`src/rtl/dmul_sobol_nch.sv`:
```
// N-channel deterministic stochastic multiplier driven by two shared Sobol generators.
// Define DMUL_SOBOL_CNT_EN to add per-channel ones counters on oCnt.
module dmul_sobol_nch #(
  parameter int WIDTH = 8,
  parameter int NCH   = 4
) (
  input  logic                       clk,
  input  logic                       rst,
  input  logic                       start,
  input  logic                       stop,
  input  logic                       mode,
  input  logic [NCH*WIDTH-1:0]       iA,
  input  logic [NCH*WIDTH-1:0]       iB,
  output logic                       busy,
  output logic                       oValid,
  output logic [NCH-1:0]             oC,
`ifdef DMUL_SOBOL_CNT_EN
  output logic [NCH*(2*WIDTH+1)-1:0] oCnt,
`endif
  output logic                       done
);

  localparam logic [1:0] IDLE = 2'd0;
  localparam logic [1:0] RUN  = 2'd1;
  localparam logic [1:0] DONE = 2'd2;

  logic [1:0]           state;
  logic [NCH*WIDTH-1:0] opA;
  logic [NCH*WIDTH-1:0] opB;
  logic                 modeR;
  logic [WIDTH-1:0]     xA;
  logic [WIDTH-1:0]     nA;
  logic [WIDTH-1:0]     xB;
  logic [WIDTH-1:0]     nB;
  logic                 accept;
  logic                 lastCycle;
  logic [NCH-1:0]       aBit;
  logic [NCH-1:0]       bBit;

  assign accept    = (state == IDLE) && start && !stop;
  // Both indices all-ones marks the final pair of the full 2^(2*WIDTH) sweep.
  assign lastCycle = (&nA) && (&nB);

  // Direction vector selected by the lowest zero bit of the index. An all-ones
  // index flips the LSB, which returns x to 0 and closes the period.
  function automatic logic [WIDTH-1:0] sobolDir(input logic [WIDTH-1:0] n);
    logic [WIDTH-1:0] v;
    v    = '0;
    v[0] = 1'b1;
    for (int i = WIDTH - 2; i >= 0; i--) begin
      if (!n[i]) begin
        v              = '0;
        v[WIDTH-1-i]   = 1'b1;
      end
    end
    return v;
  endfunction

  // NOTE: sequential state is written with non-blocking assignments only, so every
  // register samples the pre-edge values of the others regardless of statement order.
  always_ff @(posedge clk or posedge rst) begin
    if (rst) begin
      state <= IDLE;
      opA   <= '0;
      opB   <= '0;
      modeR <= 1'b0;
      xA    <= '0;
      nA    <= '0;
      xB    <= '0;
      nB    <= '0;
    end else if (stop) begin
      state <= IDLE;
      xA    <= '0;
      nA    <= '0;
      xB    <= '0;
      nB    <= '0;
    end else begin
      case (state)
        IDLE: begin
          if (start) begin
            state <= RUN;
            opA   <= iA;
            opB   <= iB;
            modeR <= mode;
            xA    <= '0;
            nA    <= '0;
            xB    <= '0;
            nB    <= '0;
          end
        end
        RUN: begin
          xA <= xA ^ sobolDir(nA);
          nA <= nA + 1'b1;
          if (&nA) begin
            xB <= xB ^ sobolDir(nB);
            nB <= nB + 1'b1;
          end
          if (lastCycle) state <= DONE;
        end
        DONE:    state <= IDLE;
        default: state <= IDLE;
      endcase
    end
  end

  // NOTE: every always_comb output gets a default first so no path can infer a latch.
  always_comb begin
    aBit = '0;
    bBit = '0;
    for (int k = 0; k < NCH; k++) begin
      aBit[k] = opA[k*WIDTH +: WIDTH] > xA;
      bBit[k] = opB[k*WIDTH +: WIDTH] > xB;
    end
  end

  assign oC     = (state == RUN) ? (modeR ? ~(aBit ^ bBit) : (aBit & bBit)) : '0;
  assign busy   = (state == RUN) || (state == DONE);
  assign oValid = (state == RUN);
  assign done   = (state == DONE);

`ifdef DMUL_SOBOL_CNT_EN
  localparam int CW = 2 * WIDTH + 1;

  logic [CW-1:0] cnt [NCH];

  // Counters hold through DONE/IDLE and after stop; only start or rst clear them.
  always_ff @(posedge clk or posedge rst) begin
    if (rst) begin
      for (int k = 0; k < NCH; k++) cnt[k] <= '0;
    end else if (accept) begin
      for (int k = 0; k < NCH; k++) cnt[k] <= '0;
    end else if (state == RUN) begin
      for (int k = 0; k < NCH; k++) cnt[k] <= cnt[k] + CW'(oC[k]);
    end
  end

  for (genvar k = 0; k < NCH; k++) begin : gCntOut
    assign oCnt[k*CW +: CW] = cnt[k];
  end
`endif

endmodule

```
`config.mk`:
```
export PLATFORM = sky130hd
export DESIGN_NAME = dmul_sobol_nch
export DESIGN_NICKNAME = d
export VERILOG_FILES = /design/src/rtl/dmul_sobol_nch.sv
export SDC_FILE = /design/constraint.sdc
export NUM_CORES = 1
export LEC_CHECK = 0
export CORE_ASPECT_RATIO = 0.9
export CORE_MARGIN = 3
export CORE_UTILIZATION = 60
export CTS_CLUSTER_SIZE = 28
export DETAILED_ROUTE_END_ITERATION = 6
export GPL_TIMING_DRIVEN = 0
export PLACE_DENSITY_LB_ADDON = 0.25
export SLEW_MARGIN = 20
export SYNTH_ARGS = -nofsm -noshare
export SYNTH_HDL_FRONTEND = slang
export SYNTH_SLANG_ARGS = --single-unit
```
`constraint.sdc`:
```
create_clock -name clk -period 8.2 [get_ports clk]
set_clock_uncertainty 0.05 [all_clocks]
set_input_delay 0.82 -clock clk [delete_from_list [all_inputs] [get_ports clk]]
set_output_delay 0.82 -clock clk [all_outputs]
set_load 0.05 [all_outputs]
```
==> key figures <==
Pwr
  • Maximum ir drop on the vdd rail: 177 uV
  • Pwr Total: 1.86 mW
  • Seq pwr share: 0.385
  • Internal power: 1.18 mW
  • Sw Pwr: 689 uW
  • Combinational Power Share: 0.452
  • Power per cell area: 267 nW/um^2
  • Clock share of power: 0.163
  • Switching share of power: 0.370
  • Standby leakage power: 3.01 nW

CTS
  • Clock buffer count from CTS: 9
  • Number of levels in the clock H-tree: 3
  • Root cell of the clock tree: clkbuf_8
  • Hold bufs inserted after CTS: 0
  • Register clock-pin slew on the reported worst setup and hold paths: 0.09 ns
  • Post-cts repair resize count: 0
  • Latest clock arrival within the worst-skew pair: 0.36 ns
  • Setup repair bufs after CTS: 0
  • Bufs on Longest Clock Path: 2
  • Number of sinks driven by the clock tree: 99
  • Clock tree from TritonCTS: built

Floorplan
  • Initial cell density of the core: 0.629
  • Die Y-Extent: approximately 100 um
  • Die area: 11000 um^2
  • Cell row count: 33
  • Die span in x: around 110 um
  • Number of primary I/O pins: 76
  • Core Region: 9330 um^2

Synthesis
  • Ys async rst share: 1.00
  • Synth Flop Type: dfrtp_1
  • Synth Cell Area: 5870 um^2
  • Number of enable flip-flop cells after synthesis: 0
  • Share of synthesized area occupied by flip-flops and latches: 0.422
  • Post-synthesis mux area share: 0.145
  • Arithmetic-cell share of the synthesized area counting full adders, half adders and majority gates: 0.162
  • Synth Register Bits: 99
  • Fraction of the mapped netlist area in compound gates: 0.128
  • Post-synthesis instance total: 527
  • Main combinational cell family by area after synthesis: adder cells
  • Count of yosys warnings during synthesis: 0
  • Post-synthesis average cell area: 11.1 um^2
  • Number of nets in the synthesized netlist: 672
  • Basic-gate share of the synthesized area counting and, or, nand and nor cells: 0.0913
  • Number of library cell types mapped by synthesis: 52
  • Parity-gate share of the synthesized area counting xor and xnor cells: 0.0134

STA
  • Setup ws final: 4.09 ns
  • Count of final hold-check violations: 0
  • Max-slew headroom: 0.618
  • Final setup violation count: 0
  • Max Transition Viols Final: 0
  • Final sum of negative setup slack: 0 ns
  • Worst Max-Slew Pin Slew: about 0.57 ns
  • Setup repair after global routing missed its margin: no
  • Final worst path period need: 4.11 ns
  • Highest attainable clock frequency: 0.244 GHz
  • Final-layout worst hold slack: approximately 0.46 ns
  • Post-route clock period utilization: 0.501

Critical path
  • Worst-path cell chain: inv_1 > ha_1 > a21o_1 > a21oi_1 > a32o_1 > a21oi_1 > ha_1 > nand2_1 > o211a_1 > clkdlybuf4s50_1
  • Critical setup path kind: register to output pin
  • Worst-path fanout max: 5
  • Longest individual stage delay on the worst path: 0.82 ns
  • Reg-to-reg critical path endpoint: xB[2]
  • Startpoint Class: register
  • Worst path required time: 7.33 ns
  • Depth of the most critical reg-to-reg path: 7
  • CP max-delay cell: clkdlybuf4s50_1
  • Reg-to-reg setup timing slack: roughly 5.9 ns
  • Arrival time of data at the critical path endpoint: 3.24 ns
  • CP Capture Type: output pin
  • Bufs and invs on worst path: 2
  • Reg-to-Reg Start: state[1]
  • Crit path max-delay family: buffers and inverters
  • Total stage count of the critical path: 10

Global route
  • Via count of the first global-routing pass: 4458
  • Overflow left after global routing: 0
  • GRT Total Usage: 0.253
  • Global-route wire length before repair: around 22000 um
  • Antenna violations before repair: 0
  • Maximum number of pins on one net before global-route repair: 52

Placed design
  • Port-buffer cells: 74
  • Total placed instance area: 6790 um^2
  • Cell count after placement: 724
  • RePlAce Congestion: 0.824
  • Post-placement setup slack: 4.50 ns
  • HPWL reported at the end of detailed placement: 9850 um

Drt
  • Starting DRC count in detailed routing: between 200 and 250
  • Max Used Layer: met4
  • Count of antenna-violating nets left after detailed routing: 0
  • Post-route DRC: 0
  • Detailed route wirelength on metal2: 6600 um
  • Count of vias placed by the detailed router: 4368
  • Drt wl/cell: 18.0 um
  • Routed metal-1 wirelength: 5920 um
  • Total routed wirelength: ~13000 um
  • Number of iterations in the first detailed-routing pass: 6
  • WL met3: 572 um
  • Via count normalized by instance count: roughly 5.9

Flow run
  • Number of max-capacitance violations reported: 0

Hold path
  • Number of cells on the worst hold path: 1
  • Hold Crit Start: opA[8]
  • Worst min-delay path category: register to register
  • Endpoint of the worst hold-timing path: opA[8]

Final layout
  • Post-Route Utilization: 0.748
  • Layout overhead on the synthesized area: 18.9%
  • Final std cell area, no fill: 6980 um^2
  • Final cell count without fillers: 739
  • Net total in the final layout: 758
  • Fraction of layout instances using a drive strength above 1: 0.170
  • Antenna fix cells: 0

Status
  • Result of the run: finished clean
[cell usage in the layout, fill, tap and decap left out, types with 5 or more instances in the layout]
cell type and n:
a21oi_1 39, ha_1 76, xnor2_1 7, or4_1 6, mux2i_1 7, dfrtp_1 99, clkbuf_8 9, nand3_1 15
o21a_1 8, nor2_1 24, o31ai_1 9, nand4_1 9, mux2_2 67, inv_1 36, a21o_1 7, clkdlybuf4s50_1 74
buf_2 13, clkbuf_1 6, nor2b_1 5, nand2_1 23, o21ai_0 18
[sequential cells by signal (all words and copies together), names as in the netlist]
| name | cells |
|---|---|
| modeR | 1 |
| xA | 8 |
| opA | 32 |
| nA | 8 |
| opB | 32 |
| xB | 8 |
| state | 2 |
| nB | 8 |
[per-layer routing]
| layer | track usage | vias up |
|---|---|---|
| met5 | 0 | - |
| met3 | 0.0405 | 17 |
| met2 | 0.434 | 106 |
| li1 | - | 2085 |
| met4 | 0.0672 | 0 |
| met1 | 0.334 | 2160 |
[kinds of logic after synthesis]
group | Yosys count
simple gates | 103
mux | 76
fa+ha+maj | 76
compound gates | 109
flops | 99
xor+xnor | 9
buf+inv | 55
[worst reg2reg max path, cell delays in order (launching register included)]
cell	delay [ns]
dfrtp_1	0.39
inv_1	0.12
ha_1	0.25
clkbuf_1	0.43
nand2b_1	0.27
a21oi_2	0.34
or4_4	0.20
mux2i_1	0.17
[final cells by class]
class / instances / area (um^2)
multi-input cells: 373 / 3170
flip-flops and latches: 99 / 2480
fillers: 659 / 2360
repair buffers: 75 / 768
well taps: 122 / 153
inverters: 37 / 144
clock buffers: 10 / 128
plain buffers: 18 / 83.8
clock inverters: 5 / 55.1
[worst max path at each step]
stage	startpoint	endpoint	slack, ns
2_1_floorplan	rst	modeR	4.74
6_report	xB[6]	oC[3]	4.09
3_5_place_dp	xB[6]	oC[3]	4.50
4_1_cts	xB[6]	oC[3]	4.08
5_1_grt	xA[7]	oC[2]	3.96
3_3_place_gp	rst	nB[4]	3.29
[cell usage after synthesis (2+ instances only)]
master	number	area, um^2
mux2i_1	7	70.1
nand2b_1	3	18.8
a21oi_1	39	195
and4_1	3	26.3
o211a_1	3	30.0
a31oi_1	3	18.8
nor3b_1	2	15.0
o21ai_0	18	90.1
xnor2_1	7	61.3
nand4_1	9	56.3
a2111o_1	3	33.8
xor2_1	2	17.5
o21a_1	8	60.1
nor2b_1	5	31.3
a211o_1	2	17.5
or3_1	3	18.8
nand2_1	23	86.3
nand3_1	15	75.1
dfrtp_1	99	2480
nand3b_1	2	15.0
inv_1	37	139
clkbuf_1	5	18.8
mux2_2	67	754
a21o_1	7	52.6
a32o_1	3	30.0
or4_1	6	45.0
ha_1	76	951
buf_2	13	65.1
nor2_1	24	90.1
and2_1	3	18.8
o31ai_1	9	67.6
[power groups by stage]
stage | combinational (mW) | sequential (mW) | clock, mW
3_3_place_gp | 0.770 | 0.717 | 0
4_1_cts | 0.844 | 0.716 | 0.313
2_1_floorplan | 0.622 | 0.695 | 0
6_report | 0.843 | 0.718 | 0.303
5_1_grt | 0.943 | 0.734 | 0.330
3_5_place_dp | 0.828 | 0.725 | 0
Note: power is estimated with default switching activity, not from simulation.
